--- config.mk ---
export PLATFORM = sky130hd
export DESIGN_NAME = instr_encoder
export DESIGN_NICKNAME = d
export VERILOG_FILES = /design/src/rtl/instr_encoder_pkg.sv /design/src/rtl/instr_encoder_pack.sv /design/src/rtl/instr_encoder.sv
export SDC_FILE = /design/constraint.sdc
export NUM_CORES = 1
export LEC_CHECK = 0
export ABC_AREA = 1
export CAP_MARGIN = 15
export CORE_MARGIN = 3
export CORE_UTILIZATION = 46
export CTS_CLUSTER_SIZE = 24
export DETAILED_ROUTE_END_ITERATION = 10
export PLACE_DENSITY = 0.89
export SYNTH_ARGS = -nofsm -noshare
export SYNTH_HDL_FRONTEND = slang
export SYNTH_SLANG_ARGS = --single-unit
--- constraint.sdc ---
create_clock -name clk -period 3.67 [get_ports clk]
set_clock_uncertainty 0.05 [all_clocks]
set_input_delay 0.734 -clock clk [delete_from_list [all_inputs] [get_ports clk]]
set_output_delay 0.734 -clock clk [all_outputs]
set_load 0.005 [all_outputs]
--- src/rtl/instr_encoder_pkg.sv ---
// Shared instruction constants: command kinds, opcodes and functs used by both
// the encoder and the control-unit decoder, plus the encoder FSM state type.
package instr_encoder_pkg;

  typedef enum logic [3:0] {
    K_NOP  = 4'd0,
    K_ADDU = 4'd1,
    K_SUBU = 4'd2,
    K_SLT  = 4'd3,
    K_JR   = 4'd4,
    K_ORI  = 4'd5,
    K_LW   = 4'd6,
    K_SW   = 4'd7,
    K_BEQ  = 4'd8,
    K_LUI  = 4'd9,
    K_JAL  = 4'd10
  } kind_e;

  localparam logic [5:0] OP_RTYPE = 6'h00;
  localparam logic [5:0] OP_ORI   = 6'h0D;
  localparam logic [5:0] OP_LW    = 6'h23;
  localparam logic [5:0] OP_SW    = 6'h2B;
  localparam logic [5:0] OP_BEQ   = 6'h04;
  localparam logic [5:0] OP_LUI   = 6'h0F;
  localparam logic [5:0] OP_JAL   = 6'h03;

  localparam logic [5:0] FN_ADDU  = 6'h21;
  localparam logic [5:0] FN_SUBU  = 6'h23;
  localparam logic [5:0] FN_SLT   = 6'h2A;
  localparam logic [5:0] FN_JR    = 6'h08;

  localparam int ADDR_W  = 10;
  localparam int WORDS_W = 11;

  typedef enum logic [1:0] {
    ST_EMPTY = 2'd0,
    ST_HOLD  = 2'd1,
    ST_FULL  = 2'd2
  } state_e;

  function automatic logic [31:0] r_type(input logic [4:0] rs, input logic [4:0] rt,
                                         input logic [4:0] rd, input logic [5:0] fn);
    return {OP_RTYPE, rs, rt, rd, 5'h00, fn};
  endfunction

  function automatic logic [31:0] i_type(input logic [5:0] op, input logic [4:0] rs,
                                         input logic [4:0] rt, input logic [15:0] imm);
    return {op, rs, rt, imm};
  endfunction

endpackage

--- src/rtl/instr_encoder_pack.sv ---
// Pure combinational field packing: command kind and operand fields in,
// 32-bit instruction word and illegal-kind flag out.
module instr_pack
  import instr_encoder_pkg::*;
(
  input  logic [3:0]  kind,
  input  logic [4:0]  rs,
  input  logic [4:0]  rt,
  input  logic [4:0]  rd,
  input  logic [15:0] imm,
  input  logic [25:0] target,
  output logic [31:0] word,
  output logic        illegal
);

  always_comb begin
    word    = 32'h0000_0000;
    illegal = 1'b0;
    case (kind)
      K_NOP:   word = 32'h0000_0000;
      K_ADDU:  word = r_type(rs, rt, rd, FN_ADDU);
      K_SUBU:  word = r_type(rs, rt, rd, FN_SUBU);
      K_SLT:   word = r_type(rs, rt, rd, FN_SLT);
      K_JR:    word = r_type(rs, 5'h00, 5'h00, FN_JR);
      K_ORI:   word = i_type(OP_ORI, rs, rt, imm);
      K_LW:    word = i_type(OP_LW, rs, rt, imm);
      K_SW:    word = i_type(OP_SW, rs, rt, imm);
      K_BEQ:   word = i_type(OP_BEQ, rs, rt, imm);
      // lui has no source register; rs is forced to zero
      K_LUI:   word = i_type(OP_LUI, 5'h00, rt, imm);
      K_JAL:   word = {OP_JAL, target};
      default: illegal = 1'b1;
    endcase
  end

endmodule

--- src/rtl/instr_encoder.sv ---
// Command-to-instruction-memory encoder: accepts one command per cycle, packs
// it into a 32-bit word and streams it to sequential IM addresses (1024 max).
module instr_encoder
  import instr_encoder_pkg::*;
(
  input  logic               clk,
  input  logic               reset,
  input  logic               clear,
  input  logic               cmd_valid,
  output logic               cmd_ready,
  input  logic [3:0]         cmd_kind,
  input  logic [4:0]         cmd_rs,
  input  logic [4:0]         cmd_rt,
  input  logic [4:0]         cmd_rd,
  input  logic [15:0]        cmd_imm,
  input  logic [25:0]        cmd_target,
  output logic               im_valid,
  input  logic               im_ready,
  output logic [ADDR_W-1:0]  im_addr,
  output logic [31:0]        im_wdata,
  output logic               err,
  output logic [WORDS_W-1:0] words,
  output logic               full
);

  state_e      state;
  logic [31:0] pack_word;
  logic        pack_illegal;
  logic        write;
  logic        last;
  logic        accept;

  instr_pack u_pack (
    .kind    (cmd_kind),
    .rs      (cmd_rs),
    .rt      (cmd_rt),
    .rd      (cmd_rd),
    .imm     (cmd_imm),
    .target  (cmd_target),
    .word    (pack_word),
    .illegal (pack_illegal)
  );

  assign write  = im_valid && im_ready;
  assign last   = (im_addr == '1);

  // While the final word (index 1023) drains, a new command would have nowhere
  // to go, so ready is withheld rather than silently dropping it.
  assign cmd_ready = ((state == ST_EMPTY) || ((state == ST_HOLD) && im_ready && !last))
                     && !full && !clear && !reset;
  assign accept = cmd_valid && cmd_ready;

  always_ff @(posedge clk) begin
    if (reset || clear) begin
      state    <= ST_EMPTY;
      im_valid <= 1'b0;
      im_addr  <= '0;
      im_wdata <= 32'h0000_0000;
      words    <= '0;
      full     <= 1'b0;
      err      <= 1'b0;
    end else begin
      err <= accept && pack_illegal;
      if (write) begin
        im_addr <= im_addr + 1'b1;
        words   <= words + 1'b1;
      end
      if (write && last) begin
        state    <= ST_FULL;
        im_valid <= 1'b0;
        full     <= 1'b1;
      end else if (accept && !pack_illegal) begin
        state    <= ST_HOLD;
        im_valid <= 1'b1;
        im_wdata <= pack_word;
      end else if (write) begin
        state    <= ST_EMPTY;
        im_valid <= 1'b0;
      end
    end
  end

endmodule

==> impl.org <==
** Placement
- Once detailed placement completed, the half-perimeter wirelength came to 5.75 mm.
- In this run the cell area measured after placement is 0.00410 mm^2.
- Port-buffer cells :: 121
- The number of placed instances, taps included, is 618.
- GPL Wtd Cong :: 0.779

** Synthesis
- Net count after synthesis :: 504
- Number of synthesized register bits :: 56
- The cell count after synthesis came out at 436.
- Summed over all instances, the cell type with the most area after synthesis is sky130_fd_sc_hd__dfxtp_1.
- Part of the Yosys area used for sequential elements :: 38.6%
- Syn. warnings :: 0
- Each instance of the synthesized netlist takes up on average 6.66 um^2.
- Post-synthesis cell type count :: 32
- Dominant cells by area after synthesis :: sky130_fd_sc_hd__dfxtp_1 39%, sky130_fd_sc_hd__nand2_1 20%, sky130_fd_sc_hd__inv_1 7.0%
- Fraction of post-synthesis cell area in the top cell type by area :: 38.6%
- Post-synthesis instance area :: 0.00290 mm^2

** Floorplan
- Cell row count :: 28
- Pin placement for this block handled 123 I/O pins.
- From left edge to right edge, the die measures 85.4 um.
- The initial utilization of the core area, before any placement, comes to 48.2%.
- The floorplan step defined a die boundary enclosing 0.00730 mm^2.
- Measured along the y axis, the die boundary spans 85.4 um.
- After floorplanning, the core was sized to cover 0.00603 mm^2.

** Min path
- Source of the worst hold timing path :: im_wdata[5]$_SDFFE_PP0P_
- Worst hold path class :: register to register

** Setup path
- Most prevalent standard cell on the critical path :: sky130_fd_sc_hd__clkdlybuf4s50_1
- Maximum cell stage delay along the critical path :: 0.44 ns
- Kind of end point of the critical path :: output port
- Along the worst path, the maximum fanout reaches 3.
- R2R Path Start :: im_addr[0]$_SDFFE_PP0P_
- At the worst endpoint, the required time is 2.89 ns.
- Walking the worst path, the cells encountered are clkdlybuf4s50_1, nor2_1, nor2_8, nand2_1, inv_1, clkdlybuf4s50_1.
- Critical Path Source Type :: primary input
- The critical path starts at im_ready.
- Category of the most critical setup path :: primary input to output port
- On the critical path, the stage with the largest delay is an instance of sky130_fd_sc_hd__clkdlybuf4s50_1.
- Signal arrival time at the worst endpoint :: 2.15 ns

** CTS
- At the later pin of the worst-skew pair, clock insertion delay measures 0.30 ns.
- Count of cells resized by post-cts repair :: 0
- The number of hold buffers added after CTS was 0.
- Number of buffers created by CTS :: 5
- The tree is rooted in a sky130_fd_sc_hd__clkbuf_8.
- After clock tree synthesis, the clock-pin slew on the worst setup and hold paths is 0.10 ns.
- Number of sinks driven by the clock tree :: 56
- In this run the number of H-tree levels came out at 2.
- Buffer count from post-CTS setup fixing :: 0
- In this run the deepest clock path goes through 2 buffers.
- CTS tree :: built

** Pwr
- Power density over cell area :: 272 mW/mm^2
- Clock network fraction of total power :: 30.3%
- Maximum resistive drop on vdd :: 0.000145 V
- Power spent charging and discharging nets :: 0.277 mW
- Combinational logic is responsible for 15.8% of the overall power.
- Of the total power, registers draw 53.9%.
- In this run the static leakage power is 1.65 nW.
- The internal portion of the total power is 0.865 mW.
- Switching part of the total :: 24.2%

** Detailed routing
- Before antenna repair, the detailed router went through 4 iterations.
- In the final routing, the length of wire on met1 measures 3.10 mm.
- For this block, the routed nets add up to 7.55 mm of wire.
- DR vias/cell :: 4.86
- Number of nets with antenna violations after detailed routing :: 0
- DR WL/cell :: 12.1 um
- The final route contains 3,040 vias.
- The first routing iteration left 103 violations.
- Wire length on met2 :: 3.77 mm
- Highest layer used for signal routing :: met4
- After detailed routing, the number of remaining DRC violations is 0.
- Metal3 WL :: 596 um

** Global routing
- Vias in the first global route :: 2,858
- Initial antenna violation count :: 0
- Total gr overflow :: 0
- First-pass GRT wire length :: 12.2 mm
- Entering global routing, the biggest net connects 41 pins.
- Total track usage :: 20.5%

** Cells and area
- Finished Cell Area :: 0.00419 mm^2
- Layout-stage area growth over the synthesis result :: 44.5%
- Final Util :: 69.6%
- In the layout the commonest cells are 154 x sky130_fd_sc_hd__nand2_1, 121 x sky130_fd_sc_hd__clkdlybuf4s50_1, 56 x sky130_fd_sc_hd__dfxtp_1, 54 x sky130_fd_sc_hd__inv_1, 46 x sky130_fd_sc_hd__nor2_1.
- Leaving out fill and tap cells, the most frequent cell in the layout is sky130_fd_sc_hd__nand2_1.
- For this run, the post-layout net count is 618.
- After filler insertion, the fill cell instance count of the layout stands at 540.
- Final Instance Count excl. Fillers :: 626
- 0 antenna diodes ended up in the layout.
- Layout cells sized above 1 :: 5.08%

** Timing
- Part of the cycle the worst path needs :: 80.0%
- The number of hold violations in the final report was 0.
- For the pin with the worst max-slew slack, the measured transition is 0.660 ns.
- In the final timing run, aggregate negative setup slack is 0 ns.
- Setup repair after global routing left no endpoint under its margin.
- Minimum clock period :: 2.93 ns
- Timing would allow up to 341 MHz.
- Final setup fails :: 0
- Max Transition Viols Final :: 0
- Relative slew slack :: 56.0%

** Run
- Max-capacitance violation count :: 0

** Status
- Run status :: complete, no violations
per-stage QoR:
step / hold slack [ns] / power, mW / setup slack [ns]
after global placement: 0.401 / 0.806 / 0.742
after CTS: 0.420 / 1.15 / 0.722
final: 0.420 / 1.14 / 0.736
after floorplan: 0.396 / 0.715 / 1.65
after detailed placement: 0.405 / 0.810 / 0.726
after global routing: 0.436 / 1.19 / 0.642
power by group through the flow:
stage	Clock [mW]	Sequential, mW	Combinational, mW
after floorplan	0	0.629	0.0855
after CTS	0.357	0.615	0.181
after detailed placement	0	0.629	0.181
after global routing	0.380	0.616	0.199
after global placement	0	0.629	0.177
final	0.346	0.615	0.181
area by class of cell:
cell class                 instances  area [um^2]  share of cell area, %
multi-input combinational        307         1450                   34.5
sequential                        56         1120                   26.7
tap                               75         93.8                   2.24
timing repair buffer             123         1230                   29.2
inverter                          57          214                   5.10
clock buffer                       8         90.1                   2.15
cell usage after synthesis:
cell	instances
sky130_fd_sc_hd__a21oi_1	31
sky130_fd_sc_hd__a21oi_4	1
sky130_fd_sc_hd__a22oi_1	7
sky130_fd_sc_hd__buf_2	2
sky130_fd_sc_hd__buf_4	3
sky130_fd_sc_hd__buf_6	6
sky130_fd_sc_hd__clkbuf_1	5
sky130_fd_sc_hd__conb_1	1
sky130_fd_sc_hd__dfxtp_1	56
sky130_fd_sc_hd__ha_1	2
sky130_fd_sc_hd__inv_1	54
sky130_fd_sc_hd__inv_2	3
sky130_fd_sc_hd__nand2_1	154
sky130_fd_sc_hd__nand2_2	1
sky130_fd_sc_hd__nand2_4	1
sky130_fd_sc_hd__nand3_1	17
sky130_fd_sc_hd__nand3_2	1
sky130_fd_sc_hd__nand3_4	1
sky130_fd_sc_hd__nand3b_1	1
sky130_fd_sc_hd__nand4_4	1
sky130_fd_sc_hd__nor2_1	46
sky130_fd_sc_hd__nor2_2	6
sky130_fd_sc_hd__nor2_4	2
sky130_fd_sc_hd__nor2_8	2
sky130_fd_sc_hd__nor3_1	1
sky130_fd_sc_hd__nor3b_1	1
sky130_fd_sc_hd__o211ai_1	2
sky130_fd_sc_hd__o21a_1	1
sky130_fd_sc_hd__o21ai_0	22
sky130_fd_sc_hd__o21ai_2	1
sky130_fd_sc_hd__o21bai_1	2
sky130_fd_sc_hd__xnor2_1	2
layer usage:
metal / up-vias / GRT usage (%)
li1: 1572 / -
met1: 1355 / 22.7
met2: 104 / 37.8
met3: 9 / 5.73
met4: 0 / 6.19
met5: - / 0
state kept, by name (all words and copies together) (netlist names):
signal	count
im_valid	1
im_wdata	31
full	1
im_addr	10
words	11
state	1
err	1
worst max-delay path, delay by kind of cell:
kind | cells | cell delay [ns]
buf+inv | 3 | 0.90
simple gates | 3 | 0.52
path summary, 6_finish.rpt:
check	endpoint	slack [ns]	cells after the start
min	im_wdata[5]$_SDFFE_PP0P_	0.42	2
min reg2reg	im_wdata[5]$_SDFFE_PP0P_	0.42	2
max reg2reg	im_wdata[26]$_SDFFE_PP0P_	1.73	7
max	cmd_ready	0.74	6
cell families after synthesis:
group	synth area share, %
adders and majority gates	0.862
xor gates and xnor gates	0.604
other	0.129
and+or+nand+nor	35.2
DFF	38.6
AOI/OAI and AO/OA	13.1
buffers and inverters	11.5
Power figures use the tool's default switching activity.
